`config.mk`:
```
export PLATFORM = sky130hd
export DESIGN_NAME = uart_tx_arbiter
export DESIGN_NICKNAME = d
export VERILOG_FILES = /design/src/rtl/uart_tx_arbiter.sv
export SDC_FILE = /design/constraint.sdc
export NUM_CORES = 1
export LEC_CHECK = 0
export BUFFER_PORTS_ARGS = -buffer_cell sky130_fd_sc_hd__buf_2
export CORE_UTILIZATION = 35
export DETAILED_ROUTE_END_ITERATION = 12
export PLACE_DENSITY_LB_ADDON = 0.05
export SLEW_MARGIN = 10
export SYNTH_ARGS = -nofsm -noshare
export SYNTH_HDL_FRONTEND = slang
export SYNTH_SLANG_ARGS = --single-unit
```
`constraint.sdc`:
```
create_clock -name clk -period 2.6 [get_ports clk]
set_clock_uncertainty 0.15 [all_clocks]
set_input_delay 0.26 -clock clk [delete_from_list [all_inputs] [get_ports clk]]
set_output_delay 0.26 -clock clk [all_outputs]
set_load 0.03 [all_outputs]
```
`src/rtl/uart_tx_arbiter.sv`:
```
// Two-requester round-robin arbiter feeding a memory-mapped UART over AXI4-Lite.
// Programs the baud divider once after reset, then polls status and sends one byte per grant.
// State | meaning
// INIT    | write BAUD_DIV to BASE+8, then wait for B
// IDLE    | arbitrate requesters
// POLL_AR | status read address phase
// POLL_R  | status read data phase
// DATA_W  | write byte to BASE+4
// DATA_B  | wait for data write response
// START_W | write 1 to BASE+0
// START_B | wait for start write response
module uart_tx_arbiter #(
  parameter logic [31:0] BASE_ADDR = 32'h0000_0000,
  parameter logic [15:0] BAUD_DIV  = 16'd868,
  parameter logic [15:0] POLL_MAX  = 16'd4095
) (
  input  logic        clk,
  input  logic        rst,
  input  logic        req0_valid,
  input  logic [7:0]  req0_data,
  output logic        req0_ready,
  input  logic        req1_valid,
  input  logic [7:0]  req1_data,
  output logic        req1_ready,
  output logic [31:0] m_awaddr,
  output logic [2:0]  m_awprot,
  output logic        m_awvalid,
  input  logic        m_awready,
  output logic [31:0] m_wdata,
  output logic [3:0]  m_wstrb,
  output logic        m_wvalid,
  input  logic        m_wready,
  input  logic [1:0]  m_bresp,
  input  logic        m_bvalid,
  output logic        m_bready,
  output logic [31:0] m_araddr,
  output logic [2:0]  m_arprot,
  output logic        m_arvalid,
  input  logic        m_arready,
  input  logic [31:0] m_rdata,
  input  logic [1:0]  m_rresp,
  input  logic        m_rvalid,
  output logic        m_rready,
  output logic        busy,
  output logic        err,
  input  logic        err_clr
);

  typedef enum logic [2:0] {
    S_INIT, S_IDLE, S_POLL_AR, S_POLL_R, S_DATA_W, S_DATA_B, S_START_W, S_START_B
  } state_t;

  state_t      r_state;
  state_t      w_next;
  logic [1:0]  r_init_ph;
  logic        r_aw_done;
  logic        r_w_done;
  logic [7:0]  r_byte;
  logic [15:0] r_poll_cnt;
  logic        r_last;
  logic        r_err;

  logic w_in_wr, w_aw_hs, w_w_hs, w_wr_done, w_b_hs, w_r_hs;
  logic w_poll_busy, w_timeout, w_any, w_gnt1, w_err_set;
  logic w_unused_rdata;

  assign w_in_wr = (r_state == S_INIT && r_init_ph == 2'd1) ||
                   r_state == S_DATA_W || r_state == S_START_W;
  assign w_aw_hs   = m_awvalid && m_awready;
  assign w_w_hs    = m_wvalid && m_wready;
  assign w_wr_done = w_in_wr && (r_aw_done || w_aw_hs) && (r_w_done || w_w_hs);
  assign w_b_hs    = m_bready && m_bvalid;
  assign w_r_hs    = m_rready && m_rvalid;

  assign w_poll_busy = w_r_hs && m_rdata[1];
  assign w_timeout   = w_poll_busy && (({1'b0, r_poll_cnt} + 17'd1) >= {1'b0, POLL_MAX});
  assign w_err_set   = (w_b_hs && m_bresp != 2'b00) || (w_r_hs && m_rresp != 2'b00) || w_timeout;

  // r_last = 1 means req1 was granted last, so req0 wins a tie
  assign w_any  = req0_valid || req1_valid;
  assign w_gnt1 = req1_valid && (!req0_valid || !r_last);

  assign m_awprot = 3'b000;
  assign m_arprot = 3'b000;
  assign m_wstrb  = 4'hF;
  assign busy     = (r_state != S_IDLE);
  assign err      = r_err;
  assign w_unused_rdata = ^{m_rdata[31:2], m_rdata[0]};

  always_ff @(posedge clk or negedge rst) begin
    if (!rst) r_state <= S_INIT;
    else      r_state <= w_next;
  end

  always_comb begin
    w_next     = r_state;
    req0_ready = 1'b0;
    req1_ready = 1'b0;
    m_awvalid  = 1'b0;
    m_wvalid   = 1'b0;
    m_awaddr   = 32'h0;
    m_wdata    = 32'h0;
    m_bready   = 1'b0;
    m_arvalid  = 1'b0;
    m_araddr   = 32'h0;
    m_rready   = 1'b0;
    case (r_state)
      S_INIT: begin
        if (r_init_ph == 2'd1) begin
          m_awaddr  = BASE_ADDR + 32'd8;
          m_wdata   = {16'h0, BAUD_DIV};
          m_awvalid = !r_aw_done;
          m_wvalid  = !r_w_done;
        end else if (r_init_ph == 2'd2) begin
          m_bready = 1'b1;
          if (m_bvalid) w_next = S_IDLE;
        end
      end
      S_IDLE: begin
        if (w_any) begin
          w_next     = S_POLL_AR;
          req1_ready = w_gnt1;
          req0_ready = !w_gnt1;
        end
      end
      S_POLL_AR: begin
        m_arvalid = 1'b1;
        m_araddr  = BASE_ADDR;
        if (m_arready) w_next = S_POLL_R;
      end
      S_POLL_R: begin
        m_rready = 1'b1;
        if (m_rvalid) begin
          if (!m_rdata[1])    w_next = S_DATA_W;
          else if (w_timeout) w_next = S_IDLE;
          else                w_next = S_POLL_AR;
        end
      end
      S_DATA_W: begin
        m_awaddr  = BASE_ADDR + 32'd4;
        m_wdata   = {24'h0, r_byte};
        m_awvalid = !r_aw_done;
        m_wvalid  = !r_w_done;
        if (w_wr_done) w_next = S_DATA_B;
      end
      S_DATA_B: begin
        m_bready = 1'b1;
        if (m_bvalid) w_next = S_START_W;
      end
      S_START_W: begin
        m_awaddr  = BASE_ADDR;
        m_wdata   = 32'h1;
        m_awvalid = !r_aw_done;
        m_wvalid  = !r_w_done;
        if (w_wr_done) w_next = S_START_B;
      end
      S_START_B: begin
        m_bready = 1'b1;
        if (m_bvalid) w_next = S_IDLE;
      end
      default: w_next = S_INIT;
    endcase
  end

  // Phase 0 keeps every valid low for the first cycle out of reset
  always_ff @(posedge clk or negedge rst) begin
    if (!rst) begin
      r_init_ph <= 2'd0;
      r_aw_done <= 1'b0;
      r_w_done  <= 1'b0;
    end else begin
      if (r_state == S_INIT) begin
        if (r_init_ph == 2'd0)                r_init_ph <= 2'd1;
        else if (r_init_ph == 2'd1 && w_wr_done) r_init_ph <= 2'd2;
      end
      if (w_wr_done) begin
        r_aw_done <= 1'b0;
        r_w_done  <= 1'b0;
      end else if (w_in_wr) begin
        if (w_aw_hs) r_aw_done <= 1'b1;
        if (w_w_hs)  r_w_done  <= 1'b1;
      end
    end
  end

  always_ff @(posedge clk or negedge rst) begin
    if (!rst) begin
      r_byte     <= 8'h0;
      r_poll_cnt <= 16'h0;
      r_last     <= 1'b1;
      r_err      <= 1'b0;
    end else begin
      if (r_state == S_IDLE && w_any) begin
        r_byte     <= w_gnt1 ? req1_data : req0_data;
        r_last     <= w_gnt1;
        r_poll_cnt <= 16'h0;
      end else if (w_poll_busy && !w_timeout) begin
        r_poll_cnt <= r_poll_cnt + 16'd1;
      end
      if (w_err_set)    r_err <= 1'b1;
      else if (err_clr) r_err <= 1'b0;
    end
  end

endmodule

```
==> results.txt <==
Clock-pin slew was measured on the worst setup and hold paths at about 0.08 ns. The highest clock frequency the design can meet is 0.407 GHz. The met1 usage in global routing is 0.185. The area occupied by registers came out at 828 µm². The pin count of the biggest net entering global routing came out at 34. The power density relative to cell area came out at 814 nW/µm². The die footprint is 8030 µm². The signal on the critical path passes through ha_1 > nand2_2 > or4_1 > o211ai_1 > o2111a_1 > nand4bb_1 > buf_4 > nor2_1 > a211o_1. In the post-synthesis netlist, the biggest area contributors are dfrtp_1 (30%), buf_4 (27%), a21o_1 (4.2%).

The accumulated negative setup slack came out at 0 ns. After detailed routing, the number of vias per cell comes to approximately 4.3. Yosys printed 0 warnings. The final max-slew violation count is 0. The largest single stage delay on the critical path is 0.53 ns. The share of the Yosys chip area taken by registers is 0.308. The endpoint identified for the worst register-to-register timing path is r_poll_cnt[8].

The share of the synthesized area in the top cell type is 0.298. The final hold violation count came out at 0. The number of cells on the worst reg-to-reg path is 9.

The worst setup path is launched from a register. The number of buffer and inverter stages on the critical path is 1. The number of design rule violations left after detail routing came out at 0. The worst setup path is captured at a register.

The main flop type after synthesis is dfrtp_1. Power comes to ~2.4 mW. Once detailed placement completed, the half-perimeter wirelength came to 3930 µm.

The endpoint arrival time on the critical path is 2.48 ns. After technology mapping, the gate count stands at 325. The floorplan row count is 31. The congestion estimate from routability-driven global placement came to 0.711.

The final critical-path required period came out at 2.46 ns. The startpoint of the lowest-slack hold path is err_clr. The clock latency on the worst-skew pair is 0.29 ns.

OpenSTA, run right after detailed placement, puts the worst setup slack at roughly 0.087 ns. The average instance area after synthesis is roughly 8.3 µm². In the final layout, the share of cells above drive strength 1 is 0.236.

The number of different library cells used by synthesis comes to 50. The slew at the pin with the worst max-slew slack came out at 0.786 ns. The largest total area in the synthesized netlist belongs to dfrtp_1. The number of antenna diodes in the final layout is 0. The worst slew margin relative to its limit came out at 0.476.

The synthesized area is 2690 µm². The maximum buffer depth of the clock tree is 2. Synthesis inferred 33 register bits.

The initial antenna violation count was 0. The run finished with clean final reports. The largest vdd supply drop is 0.507 mV.

The area occupied by multi-input gates came out at about 1400 µm². The share of flip-flops with an asynchronous set or reset after synthesis is 1.00. The first global-routing pass estimated 8690 µm of wire. The average wire per cell in the routed design came out at 10.9 µm. The number of flops mapped to enable cells by yosys came out at 0. The number of sinks handled by clock tree synthesis is 33. For met3 alone, demand over resource in global routing was 0.0347. The number of setup buffers added after CTS is 0.

The first detailed-routing pass took 4 iterations. The remaining antenna violation count after routing is 0. The endpoint of the worst hold path is err. Broken down by cell family, the worst path's largest delay share belongs to simple AND/OR/NAND/NOR gates.

The core region area is 7330 µm². The number of H-tree branching levels is 2. In this run the critical register-to-register path is launched from r_poll_cnt[0]. The critical path data required time is 2.62 ns. The sum of overflow across all layers after global routing is 0. The number of port buffers came out at just over 50. The number of buffers created by CTS came out at 5.

The worst hold path was traced through 2 stages. In the global route stage, overall resource usage came out at 0.139. The area added between synthesis and finish is 8.06%. The maximum fanout along the worst path is 7. The initial cell density of the core came out at 0.366. The busiest layer in global routing is met2. The tree is rooted in a clkbuf_8.

The max-capacitance violation count is 0. The routed design has 5340 µm of wire. The final-report setup violation count is 0. The min-delay analysis places its worst path in the category input pin to register. The first routing iteration left 66 violations. The leakage power figure came out at 1.60 nW. The final core utilization came out at 0.396. In the post-route analysis, the smallest setup slack over all paths is 0.143 ns. The largest individual stage delay along the critical path comes from the cell or4_1. The final net count is 453. The slack of the worst reg-to-reg path came out at 0.14 ns.

TritonCTS built the clock tree. The via count of the first global-routing pass is 1837. The number of primary I/O pins is 177. The die is around 90 µm tall.

Setup repair after global routing left no endpoint under its margin. The total via count after detailed routing is 2109. The post-route clock period utilization came out at 0.945. The overall die width came out at 89.6 µm. The met2 usage in global routing is 0.231. The category of the critical setup timing path is register to register.

The final-layout fill cell count is around 800.
-- cell families after synthesis --
group,share of synthesized area
other,0.00280
and+or+nand+nor,0.209
DFF,0.308
muxes,0.00792
xor gates and xnor gates,0.00652
AOI/OAI and AO/OA,0.163
buffers and inverters,0.294
adders and majority gates,0.00931
-- worst register-to-register path: stages, from the launching register on --
cell,delay (ns)
dfrtp_1,0.36
ha_1,0.19
nand2_2,0.13
or4_1,0.53
o211ai_1,0.11
o2111a_1,0.26
nand4bb_1,0.15
buf_4,0.16
nor2_1,0.05
a211o_1,0.26
-- cell usage in the layout, fill, tap and decap left out, types with 11 or more instances in the layout --
| cell type | instances |
|---|---|
| conb_1 | 94 |
| buf_2 | 51 |
| dfrtp_1 | 31 |
| nand2_1 | 26 |
| buf_4 | 21 |
| nor2_1 | 20 |
| a21oi_1 | 16 |
| a21o_1 | 15 |
| o21ai_0 | 12 |
| nand3_1 | 11 |
-- power breakdown --
group / total [mW] / switching (mW) / internal [mW] / leakage [nW]
combinational: 1.21 / 0.813 / 0.398 / 1.13
sequential: 0.764 / 0.0959 / 0.668 / 0.423
clock: 0.387 / 0.201 / 0.186 / 0.0450
total: 2.36 / 1.11 / 1.25 / 1.60
-- area by class of cell --
cell class                 count  share of cell area
multi-input combinational    273               0.488
sequential                    33               0.285
timing repair buffer          74               0.153
tap                           99              0.0427
clock buffer                   6              0.0250
clock inverter                 2             0.00345
inverter                       2             0.00259
-- worst max-delay path by stage --
| stage | slack, ns | startpoint | to | cells past startpoint |
|---|---|---|---|---|
| floorplan | 0.12 | r_poll_cnt[1] | r_poll_cnt[11] | 10 |
| global placement | 0.12 | r_poll_cnt[3] | r_poll_cnt[8] | 8 |
| detailed placement | 0.09 | r_poll_cnt[3] | r_poll_cnt[8] | 8 |
| CTS | 0.06 | r_poll_cnt[3] | r_poll_cnt[8] | 8 |
| global route | 0.01 | r_poll_cnt[0] | r_poll_cnt[8] | 9 |
| finish | 0.14 | r_poll_cnt[0] | r_poll_cnt[8] | 9 |
-- repair_timing --
action,4_1_cts,5_1_grt
hold buffers,1,0
setup endpoints to repair,0,11
endpoints found under the hold margin,32,0
resized for setup,0,2
-- synth_stat cells (2+ instances only) --
master,n
buf_4,96
dfrtp_1,32
nand2_1,27
nor2_1,20
a21oi_1,16
a21o_1,15
o21ai_0,12
nand3_1,11
and2_1,9
a22oi_1,8
clkbuf_1,7
nand2b_1,7
or2_2,5
and3_1,4
buf_2,4
nor3_1,4
nor4_1,3
o211ai_1,3
o21a_1,3
or3_1,3
conb_1,2
ha_1,2
inv_1,2
nor2b_1,2
nor3b_1,2
or4_1,2
-- layer usage --
metal,vias up,wire (µm)
met1,989,2520
met2,74,2510
met5,-,0
met3,5,280
li1,1041,-
met4,0,27
-- through the flow --
stage / area, µm² / std cells / hold WS [ns]
after floorplan: 3030 / 417 / -0.186
after global placement: 2810 / 480 / 0.251
after detailed placement: 2810 / 480 / 0.252
after CTS: 2900 / 489 / 0.0461
after global routing: 2900 / 489 / 0.0469
final: 2900 / 489 / 0.0474
-- registers in the layout (all words and copies together) (netlist names) --
| signal | cells |
|---|---|
| r_init_ph | 2 |
| err | 1 |
| r_state | 3 |
| r_poll_cnt | 16 |
| r_w_done | 1 |
| r_last | 1 |
| r_byte | 8 |
| r_aw_done | 1 |
Note: power is estimated with default switching activity, not from simulation.
